## src/rtl/quad_multi.sv

```systemverilog
// quad_multi: multi-channel quadrature decoder for paddle/spinner inputs.
// Each channel synchronises and debounces its A/B pins, decodes Gray-code
// transitions into an up/down position counter and emits per-step pulses.
//
// Parameters:
//   CHANNELS  number of independent channels (1..8)
//   WIDTH     position counter width (2..16)
//   FILTER    debounce depth in clocks (0 = none, max 15)
//   WRAP      0 = saturate at 0 / 2^WIDTH-1, 1 = modulo wrap
//
// Ports:
//   clk      system clock
//   resetn   asynchronous active-low reset
//   quad_a   phase A pins (asynchronous)
//   quad_b   phase B pins (asynchronous)
//   clear    synchronous clear of positions and error flags
//   pos      positions, channel n at [n*WIDTH +: WIDTH]
//   step     one-cycle pulse per accepted valid transition
//   dir      direction of the last valid transition (1 = up)
//   err      sticky illegal-transition flags
//
// Optional feature: define QUAD_ERR_EN to enable err reporting; otherwise
// err is tied low and illegal transitions are silently ignored.
module quad_multi #(
  parameter int CHANNELS = 2,
  parameter int WIDTH    = 7,
  parameter int FILTER   = 3,
  parameter int WRAP     = 0
) (
  input  logic                      clk,
  input  logic                      resetn,
  input  logic [CHANNELS-1:0]       quad_a,
  input  logic [CHANNELS-1:0]       quad_b,
  input  logic                      clear,
  output logic [CHANNELS*WIDTH-1:0] pos,
  output logic [CHANNELS-1:0]       step,
  output logic [CHANNELS-1:0]       dir,
  output logic [CHANNELS-1:0]       err
);
  localparam logic [3:0]       FILT = 4'(FILTER);
  localparam logic [WIDTH-1:0] ONE  = WIDTH'(1);
  localparam logic [WIDTH-1:0] TOP  = {WIDTH{1'b1}};

  // ready[1] marks the first clock on which sync2 holds real pin values.
  logic [1:0] ready;

  always_ff @(posedge clk or negedge resetn) begin
    if (!resetn) ready <= 2'b00;
    else         ready <= {ready[0], 1'b1};
  end

  for (genvar c = 0; c < CHANNELS; c++) begin : g_ch
    logic [1:0]       sync1, sync2, accepted, prev;
    logic [3:0]       cnt [2];
    logic             primed;
    logic [1:0]       idx_old, idx_new, delta;
    logic             fwd, rev;
    logic [WIDTH-1:0] pos_q;
    logic             step_q, dir_q;

    // Pin pair is packed as {A, B}.
    always_ff @(posedge clk or negedge resetn) begin
      if (!resetn) begin
        sync1    <= 2'b00;
        sync2    <= 2'b00;
        accepted <= 2'b00;
        prev     <= 2'b00;
        primed   <= 1'b0;
        cnt[0]   <= 4'd0;
        cnt[1]   <= 4'd0;
      end else begin
        sync1 <= {quad_a[c], quad_b[c]};
        sync2 <= sync1;
        if (!primed) begin
          // Load the pin state seen at reset release without counting it.
          if (ready[1]) begin
            accepted <= sync2;
            prev     <= sync2;
            primed   <= 1'b1;
          end
        end else begin
          prev <= accepted;
          for (int k = 0; k < 2; k++) begin
            if (sync2[k] == accepted[k]) begin
              cnt[k] <= 4'd0;
            end else if (cnt[k] == FILT) begin
              accepted[k] <= sync2[k];
              cnt[k]      <= 4'd0;
            end else begin
              cnt[k] <= cnt[k] + 4'd1;
            end
          end
        end
      end
    end

    // Position along the forward cycle 00,01,11,10 is {A, A^B}; the modulo-4
    // difference is 1 forward, 3 reverse, 2 illegal.
    assign idx_old = {prev[1], prev[1] ^ prev[0]};
    assign idx_new = {accepted[1], accepted[1] ^ accepted[0]};
    assign delta   = idx_new - idx_old;
    assign fwd     = (delta == 2'd1);
    assign rev     = (delta == 2'd3);

    always_ff @(posedge clk or negedge resetn) begin
      if (!resetn) begin
        pos_q  <= '0;
        step_q <= 1'b0;
        dir_q  <= 1'b0;
      end else begin
        step_q <= fwd | rev;
        if (fwd | rev) dir_q <= fwd;
        if (clear) begin
          pos_q <= '0;
        end else if (fwd) begin
          if (WRAP != 0 || pos_q != TOP) pos_q <= pos_q + ONE;
        end else if (rev) begin
          if (WRAP != 0 || pos_q != '0) pos_q <= pos_q - ONE;
        end
      end
    end

    assign pos[c*WIDTH +: WIDTH] = pos_q;
    assign step[c]               = step_q;
    assign dir[c]                = dir_q;

`ifdef QUAD_ERR_EN
    logic err_q;

    always_ff @(posedge clk or negedge resetn) begin
      if (!resetn)             err_q <= 1'b0;
      else if (clear)          err_q <= 1'b0;
      else if (delta == 2'd2)  err_q <= 1'b1;
    end

    assign err[c] = err_q;
`else
    assign err[c] = 1'b0;
`endif
  end

endmodule
```

## config.mk

```make
export PLATFORM = sky130hd
export DESIGN_NAME = quad_multi
export DESIGN_NICKNAME = d
export VERILOG_FILES = /design/src/rtl/quad_multi.sv
export SDC_FILE = /design/constraint.sdc
export NUM_CORES = 1
export LEC_CHECK = 0
export CORE_MARGIN = 1
export CORE_UTILIZATION = 57
export CTS_CLUSTER_SIZE = 30
export DETAILED_ROUTE_END_ITERATION = 8
export DONT_BUFFER_PORTS = 1
export GPL_TIMING_DRIVEN = 0
export PLACE_DENSITY = 0.75
export SKIP_CTS_REPAIR_TIMING = 1
export SLEW_MARGIN = 20
export SYNTH_ARGS = -nofsm -noshare
export SYNTH_HDL_FRONTEND = slang
export SYNTH_SLANG_ARGS = --single-unit
export TNS_END_PERCENT = 20
```

## constraint.sdc

```tcl
create_clock -name clk -period 3 [get_ports clk]
set_clock_uncertainty 0.1 [all_clocks]
set_input_delay 0.75 -clock clk [delete_from_list [all_inputs] [get_ports clk]]
set_output_delay 0.75 -clock clk [all_outputs]
set_load 0.01 [all_outputs]
```

=== After elaboration in Yosys (flattened, before gate mapping) ===
Cells that the tools add are included.

* $add $sub $neg: 10
* $mul: 0
* Div/mod/pow operators: 0
* Magnitude comparators: 0
* Equality and inequality tests: 24
* Shift-type cells: 0
* Multiplexer cells: 35
* Bitwise gates (word level): 6
* Reductions and logical operators: 14

{| class="wikitable"
|+ Operators with widths
! cell !! number
|-
| 2-to-1 mux 7 bit || 10
|-
| 2-to-1 mux 4 bit || 8
|-
| AND reduction 3 bit || 6
|-
| adder 4 x 1 -> 4 bit, second input constant || 4
|-
| equality test 4 x 2 -> 1 bit, second input constant || 4
|-
| adder 7 x 1 -> 7 bit, second input constant || 2
|-
| != test 7 bit, second input constant || 2
|-
| nonzero test 7 bit || 2
|-
| subtractor 7 x 1 -> 7 bit, second input constant || 2
|-
| 2-to-1 mux 2 bit || 6
|-
| nonzero test 3 bit || 4
|-
| 2-to-1 mux 1 bit || 11
|-
| != test 2 x 1 -> 1 bit, second input constant || 4
|-
| != test 2 bit, second input constant || 4
|-
| != test 3 x 2 -> 1 bit, second input constant || 2
|-
| equality test 1 bit || 4
|-
| equality test 2 x 1 -> 1 bit, second input constant || 2
|-
| equality test 2 bit, second input constant || 2
|-
| nonzero test 2 bit || 2
|-
| subtractor 2 bit || 2
|-
| XOR 1 bit || 4
|-
| OR 1 bit || 2
|}

* Bits in registers: 54
* Bits in latches: 0
* RAM bits: 0
* Bits in read-only memories: 0
* Input port bits: 7
* Output and inout port bits: 20
* Logic and storage cells: 112
* Memories kept: 0

=== Longest topological paths before layout ===
Gate-level depths: netlist of run 1.

* Depth in word-level cells: 6
* Gate-level depth with buffers: 13
* Depth with buffers taken out: 11

=== Worst setup path after synthesis of run 1 ===
Ideal clock, no wire load.

* Path kind: register -> register
* From: register g_ch[1].accepted[1]
* To: register g_ch[1].pos_q[6]
* Library setup time: 0.128 ns
* Arrival time: 2.927 ns
* Data required time: 2.772 ns
* Setup slack: -0.155 ns
* Cell stages (with the launch flop): 13
* Path buffers: 1
* Period minus slack after synthesis: 3.155 ns
* Path through: dfrtp_1 > buf_6 > xnor2_1 > ha_1 > xor3_2 > nor2_4 > inv_2 > ha_1 > a2111oi_0 > o211ai_1 > o311a_2 > a31oi_1 > mux2_1

* Longest elaborated chain between the ends: 5
* Elaborated cells between the ends (all ways): 10
* Classes of those cells: add/sub (1); eq/ne (3); mux (2); bitwise (1); reduce/logical (3)

{| class="wikitable"
|+ Ends and longest elaborated chain
! element !! line !! source
|-
| start: declaration || 53 || <nowiki>logic [1:0] sync1, sync2, accepted, prev;</nowiki>
|-
| start signal: assignment || 77 || <nowiki>accepted <= sync2;</nowiki>
|-
| start signal: indexed assignment || 87 || <nowiki>accepted[k] <= sync2[k];</nowiki>
|-
| XOR 1 bit || 100 || <nowiki>assign idx_new = {accepted[1], accepted[1] ^ accepted[0]};</nowiki>
|-
| subtractor 2 bit (*) || 101 || <nowiki>assign delta = idx_new - idx_old;</nowiki>
|-
| equality test 2 x 1 -> 1 bit or equality test 2 bit (tied branches) || 102, 103 ||
|-
| != test 3 x 2 -> 1 bit (no source line), or another cell as far along || -- ||
|-
| AND reduction 3 bit (no source line) or 2-to-1 mux 7 bit (tied branches) || -- ||
|-
| end signal: assignment || 116 || <nowiki>if (WRAP != 0 || pos_q != TOP) pos_q <= pos_q + ONE;</nowiki>
|-
| end signal: assignment || 118 || <nowiki>if (WRAP != 0 || pos_q != '0) pos_q <= pos_q - ONE;</nowiki>
|-
| end: declaration || 58 || <nowiki>logic [WIDTH-1:0] pos_q;</nowiki>
|}

Mark *: on every way between the ends. The rest lies on a longest branch, timed or not.
A chain may end at the register's enable or synchronous reset.

=== Worst setup path after layout of run 1 ===
Same ends and word-level chain as after synthesis.

==> flow_metrics.tcl, run 1 <==
set metrics [dict create \
    clk_path_buf_depth 2 \
    cp_slowest_cell "or4b_4" \
    cts_made_buffers 5 \
    worst_slew_pin_slew_ns 0.816 \
    cp_data_required_time_ns 3.11 \
    fp.coreArea_um2 5470 \
    grt_pass1_vias 2280 \
    highest_layer "met4" \
    clk_pin_slew_worst_paths_ns 0.10 \
    synth-seq-cells 54 \
    drtAntennaViolNets 0 \
    synthTopCellsByCount "dfrtp_1 (54), nand2_1 (25), inv_1 (21)" \
    cts_tree "yes" \
    synthCells 325 \
    path_common_cell "buf_6" \
    wl_met1_um 2940 \
    slowest_delay_ns 0.56 \
    diodes 0 \
    wl_met2_um 3190 \
    path_buf_inv 3 \
    crit_fanout 4 \
    pin_count 27 \
    num_rows 27 \
    wirelength_um 6520 \
    crit_chain "buf_6 -> xnor2_2 -> ha_2 -> xor3_2 -> buf_6 -> buf_6 -> nor3_4 -> nor2_1 -> ha_2 -> o21ai_2 -> a31o_1 -> or4b_4 -> a31oi_4 -> mux2_4" \
    wl_met3_um 245 \
    post_drt_wl_per_cell_um 15.4 \
    synth_most_common_cell "dfrtp_1" \
    start_util_pct 59.0 \
    min_path_type "in -> async" \
    antenna_found_initial 0 \
    track_usage_pct 21.6 \
    nFillCells 430 \
    synth_edf_count 0 \
    clk-insertion-delay-late_ns 0.32 \
    cp_data_arrival_time_ns 3.64 \
    synth_area_per_cell_um2 9.93 \
    endpoint_kind "register" \
    grt_pass1_wl_um 10300 \
    drive_gt1_share_pct 20.9 \
    min_period_ns 3.53 \
    crit_path_start_kind "register" \
    synth_warnings 0 \
    netlist.area_leader.share_pct 41.9 \
    maxSlewHeadroom_pct 45.4 \
    dp_hpwl_um 4200 \
    num_vias 2490 \
    synth_flop_cell "dfrtp_1" \
    synth_top_area_cell "dfrtp_1" \
    finalMaxSlewViolations 0 \
    cts_root_buffer "clkbuf_8" \
    dieHeight_um 77.2 \
    drc 0 \
    drt_iter0_drc 112 \
    status "finished with violations" \
    place_ws_ns -0.533 \
    fp.dieArea_um2 5970 \
    grt.overflow.total 0 \
    grt_max_degree 55 \
    io_buffers 0 \
    final-setup-viol-count 6 \
    criticalPathCategory "reg -> reg" \
    die_w_um 77.2 \
    ys_async_sr_fraction_pct 100 \
    dr.pass1.iters 4 \
    syn2layout_area_growth_pct 15.2 \
    finalHoldViolCount 0 \
    synthTopCellsByArea "dfrtp_1 (42%), ha_1 (7.0%), mux2i_1 (3.4%), o21ai_0 (2.9%), nand2_1 (2.9%)" \
    gp_congestion 0.848 \
    synth_seq_area_share_pct 41.9 \
    viasPerCell 5.90 \
    fin_ws_ns -0.530 \
    post-route-period-util_pct 118 \
    cap_violations 0 \
    violations "negative setup slack" \
    cts_max_level 2 \
    max_freq_mhz 283 \
    cts.sinks 54 \
    path_delay_family "simple AND/OR/NAND/NOR gates" \
    synthesis.area_um2 3230 \
    yosys.cell_types.count 50 \
    rsz0062_at_grt "yes" \
    final_nets 374 \
]
[placed cells by master (no fill, tap or decap), drive strengths merged, types with 5 or more instances in the layout]
cell type	count
a21oi	8
mux2	8
nand2	25
ha	18
clkbuf	13
nor2b	7
nand4	5
mux2i	11
buf	28
dfrtp	54
nor2	19
nor4	8
inv	24
nand3	11
nor3	9
xor2	10
nand3b	5
o21ai	19
[metal layers]
layer / vias up / GRT usage [%]
met2: 54 / 36.5
li1: 1219 / -
met3: 13 / 3.81
met4: 0 / 9.43
met1: 1204 / 26.9
met5: - / 0
[kinds of logic after synthesis]
| logic type | after synthesis | share of synthesized area (%) |
|---|---|---|
| and+or+nand+nor | 107 | 17.9 |
| AOI/OAI and AO/OA | 65 | 14.2 |
| DFF | 54 | 41.9 |
| buffers and inverters | 44 | 6.44 |
| muxes | 19 | 6.20 |
| adders and majority gates | 18 | 6.98 |
| xor gates and xnor gates | 16 | 6.20 |
| other | 2 | 0.233 |
[through the flow]
stage               area, um2  utilization (%)  hold slack (ns)  instances  TNS (ns)
global route             3720             67.9          0.00626        422     -2.69
detailed placement       3320             60.7            0.236        398     -1.52
CTS                      3420             62.4         0.000244        406     -1.63
finish                   3720             67.9           0.0183        422     -1.82
global placement         3320             60.7            0.233        398     -1.24
floorplan                3230                -            0.231        326    -0.322
[worst paths after layout]
path,slack (ns),end,from,cells after the start
worst max-delay path,-0.53,g_ch[1].pos_q[6]$_DFFE_PN0P_,g_ch[1].accepted[1]$_DFFE_PN0P_,14
worst min-delay path,0.02,g_ch[1].cnt[0]$_DFFE_PN0P_,resetn,0
worst max register to register,-0.53,g_ch[1].pos_q[6]$_DFFE_PN0P_,g_ch[1].accepted[1]$_DFFE_PN0P_,14
worst min register to register,0.26,g_ch[1].sync2[1]$_DFF_PN0_,g_ch[1].sync1[1]$_DFF_PN0_,0
max in group asynchronous,1.44,g_ch[0].sync1[0]$_DFF_PN0_,resetn,1
min in group clk,0.26,g_ch[1].sync2[1]$_DFF_PN0_,g_ch[1].sync1[1]$_DFF_PN0_,0
[state kept, by name (all words and copies together), names as in the netlist]
signal         flops
g_ch.step_q        2
ready              2
g_ch.primed        2
g_ch.prev          4
g_ch.cnt          16
g_ch.sync1         4
g_ch.dir_q         2
g_ch.sync2         4
g_ch.accepted      4
g_ch.pos_q        14
[cell type report]
class	instances	area [um2]	area share, %
clock inverter	3	25.0	0.673
buffer	21	121	3.26
multi-input combinational	228	1840	49.4
sequential	54	1350	36.4
inverter	23	91.3	2.46
timing repair buffer	16	130	3.50
clock buffer	5	68.8	1.85
tap	72	90.1	2.42
[worst reg2reg max path, delay by kind of cell, from the launching register on]
kind	cells	cell delay [ns]
compound gates	3	0.50
xor+xnor	2	0.57
fa+ha+maj	2	0.44
buf+inv	3	0.34
flops	1	0.38
mux	1	0.31
simple gates	3	0.80
Power of run 1 is not shown: default switching activity piles up to over one toggle a cycle in this logic, so the estimate is an artifact.
==> run 2, diff against run 1 <==
Settings changed: ABC_CLOCK_PERIOD_IN_PS set to 3000, GPL_ROUTABILITY_DRIVEN set to 0, SKIP_LAST_GASP set to 1.
==> run 2 against run 1 <==
  * The flow still finishes with violations (negative setup slack)
  * Flip-flop and latch count is the same
  * Maximum frequency is 2.6% higher
  * Worst setup slack improved by 0.091 ns
  * Highest routed layer unchanged
  * Die area did not move
==> flow_metrics.tcl, run 2 (synthesis results as in run 1) <==
set metrics [dict create \
    cp_slowest_cell "or4b_1" \
    final_nets 374 \
    clk_path_buf_depth 2 \
    post_drt_wl_per_cell_um 15.3 \
    wl_met1_um 2930 \
    grt_pass1_vias 2280 \
    io_buffers 0 \
    status "finished with violations" \
    grt_max_degree 55 \
    rr_worst_depth 12 \
    worst_slew_pin_slew_ns 0.815 \
    maxSlewHeadroom_pct 45.5 \
    criticalPathCategory "reg -> reg" \
    dieHeight_um 77.2 \
    crit_path_start_kind "register" \
    fin_ws_ns -0.439 \
    pin_count 27 \
    crit_fanout 10 \
    clk-insertion-delay-late_ns 0.32 \
    num_vias 2477 \
    drc 0 \
    crit_chain "buf_6 -> xnor2_2 -> ha_2 -> xor3_2 -> nor2_4 -> inv_4 -> ha_4 -> o21ai_1 -> a31o_1 -> or4b_1 -> a31oi_2 -> mux2_4" \
    mostFrequentLayoutCell "dfrtp_1" \
    path_buf_inv 2 \
    cts_max_level 2 \
    cp_data_arrival_time_ns 3.55 \
    cp_data_required_time_ns 3.11 \
    die_w_um 77.2 \
    start_util_pct 59.0 \
    r2r_end "g_ch[0].pos_q[6]$_DFFE_PN0P_" \
    fp.dieArea_um2 5970 \
    final_util_pct 67.3 \
    path_delay_family "simple AND/OR/NAND/NOR gates" \
    dr.pass1.iters 4 \
    antenna_found_initial 0 \
    min_path_type "in -> async" \
    drt_iter0_drc 121 \
    wl_met3_um 230 \
    largest_reg_flops 16 \
    grt_pass1_wl_um 10300 \
    reg_top3 "g_ch.cnt (16), g_ch.pos_q (14)" \
    wirelength_um 6450 \
    cts.sinks 54 \
    fp.coreArea_um2 5470 \
    post-route-period-util_pct 115 \
    max_freq_mhz 291 \
    rrSetupSlack_ns -0.44 \
    syn2layout_area_growth_pct 14.1 \
    endpoint_kind "register" \
    num_rows 27 \
    top_register "g_ch.cnt" \
    wl_met2_um 3180 \
    slowest_delay_ns 0.49 \
    final-setup-viol-count 6 \
    worst_hold_slack_ns 0.0180 \
    track_usage_pct 21.6 \
    min_period_ns 3.44 \
    rsz0062_at_grt "yes" \
    grt.overflow.total 0 \
    setup_tns_ns -1.77 \
    drtAntennaViolNets 0 \
    finalMaxSlewViolations 0 \
    crit-reg2reg-launch "g_ch[0].accepted[1]$_DFFE_PN0P_" \
    cts_root_buffer "clkbuf_8" \
    dp_hpwl_um 4200 \
    cts_made_buffers 5 \
    highest_layer "met4" \
    drive_gt1_share_pct 20.0 \
    final_cell_mix "dfrtp_1 (54), nand2_1 (25), inv_1 (21)" \
    viasPerCell 5.87 \
    diodes 0 \
    cap_violations 0 \
    finalHoldViolCount 0 \
    cts_tree "yes" \
    clk_pin_slew_worst_paths_ns 0.10 \
    violations "negative setup slack" \
]
==> run 2: area by class of cell <==
cell class	count	area, um2
clock buffer	5	68.8
timing repair buffer	16	126
sequential	54	1350
tap	72	90.1
multi-input combinational	228	1810
buffer	21	121
fill	437	1790
clock inverter	3	25.0
inverter	23	91.3
==> run 2: metal layers <==
layer / global-route usage [%] / up-vias
met2: 36.5 / 54
met1: 26.9 / 1192
li1: - / 1222
met3: 3.81 / 9
met4: 9.43 / 0
met5: 0 / -
==> run 2: metrics by stage <==
stage	cells	area, um2	worst slack (ns)
final	422	3680	-0.439
after global routing	422	3680	-0.568
after detailed placement	398	3320	-0.533
after global placement	398	3320	-0.427
after floorplan	326	3230	-0.143
after CTS	406	3420	-0.577
==> run 2: worst max-delay path by stage <==
stage,cells after the start,end,start,slack [ns]
2_1_floorplan,12,g_ch[0].pos_q[6]$_DFFE_PN0P_,g_ch[0].accepted[1]$_DFFE_PN0P_,-0.14
4_1_cts,12,g_ch[0].pos_q[6]$_DFFE_PN0P_,g_ch[0].accepted[1]$_DFFE_PN0P_,-0.58
5_1_grt,14,g_ch[1].pos_q[6]$_DFFE_PN0P_,g_ch[1].accepted[1]$_DFFE_PN0P_,-0.57
6_report,12,g_ch[0].pos_q[6]$_DFFE_PN0P_,g_ch[0].accepted[1]$_DFFE_PN0P_,-0.44
3_5_place_dp,12,g_ch[0].pos_q[6]$_DFFE_PN0P_,g_ch[0].accepted[1]$_DFFE_PN0P_,-0.53
3_3_place_gp,12,g_ch[0].pos_q[6]$_DFFE_PN0P_,g_ch[0].accepted[1]$_DFFE_PN0P_,-0.43
==> run 2: worst register-to-register path: stages (launching register included) <==
cell and delay, ns:
dfrtp_1 0.39, buf_6 0.13, xnor2_2 0.16, ha_2 0.20
xor3_2 0.48, nor2_4 0.17, inv_4 0.09, ha_4 0.29
o21ai_1 0.09, a31o_1 0.25, or4b_1 0.49, a31oi_2 0.19
mux2_4 0.32
Power of run 2 is left out for the same reason.
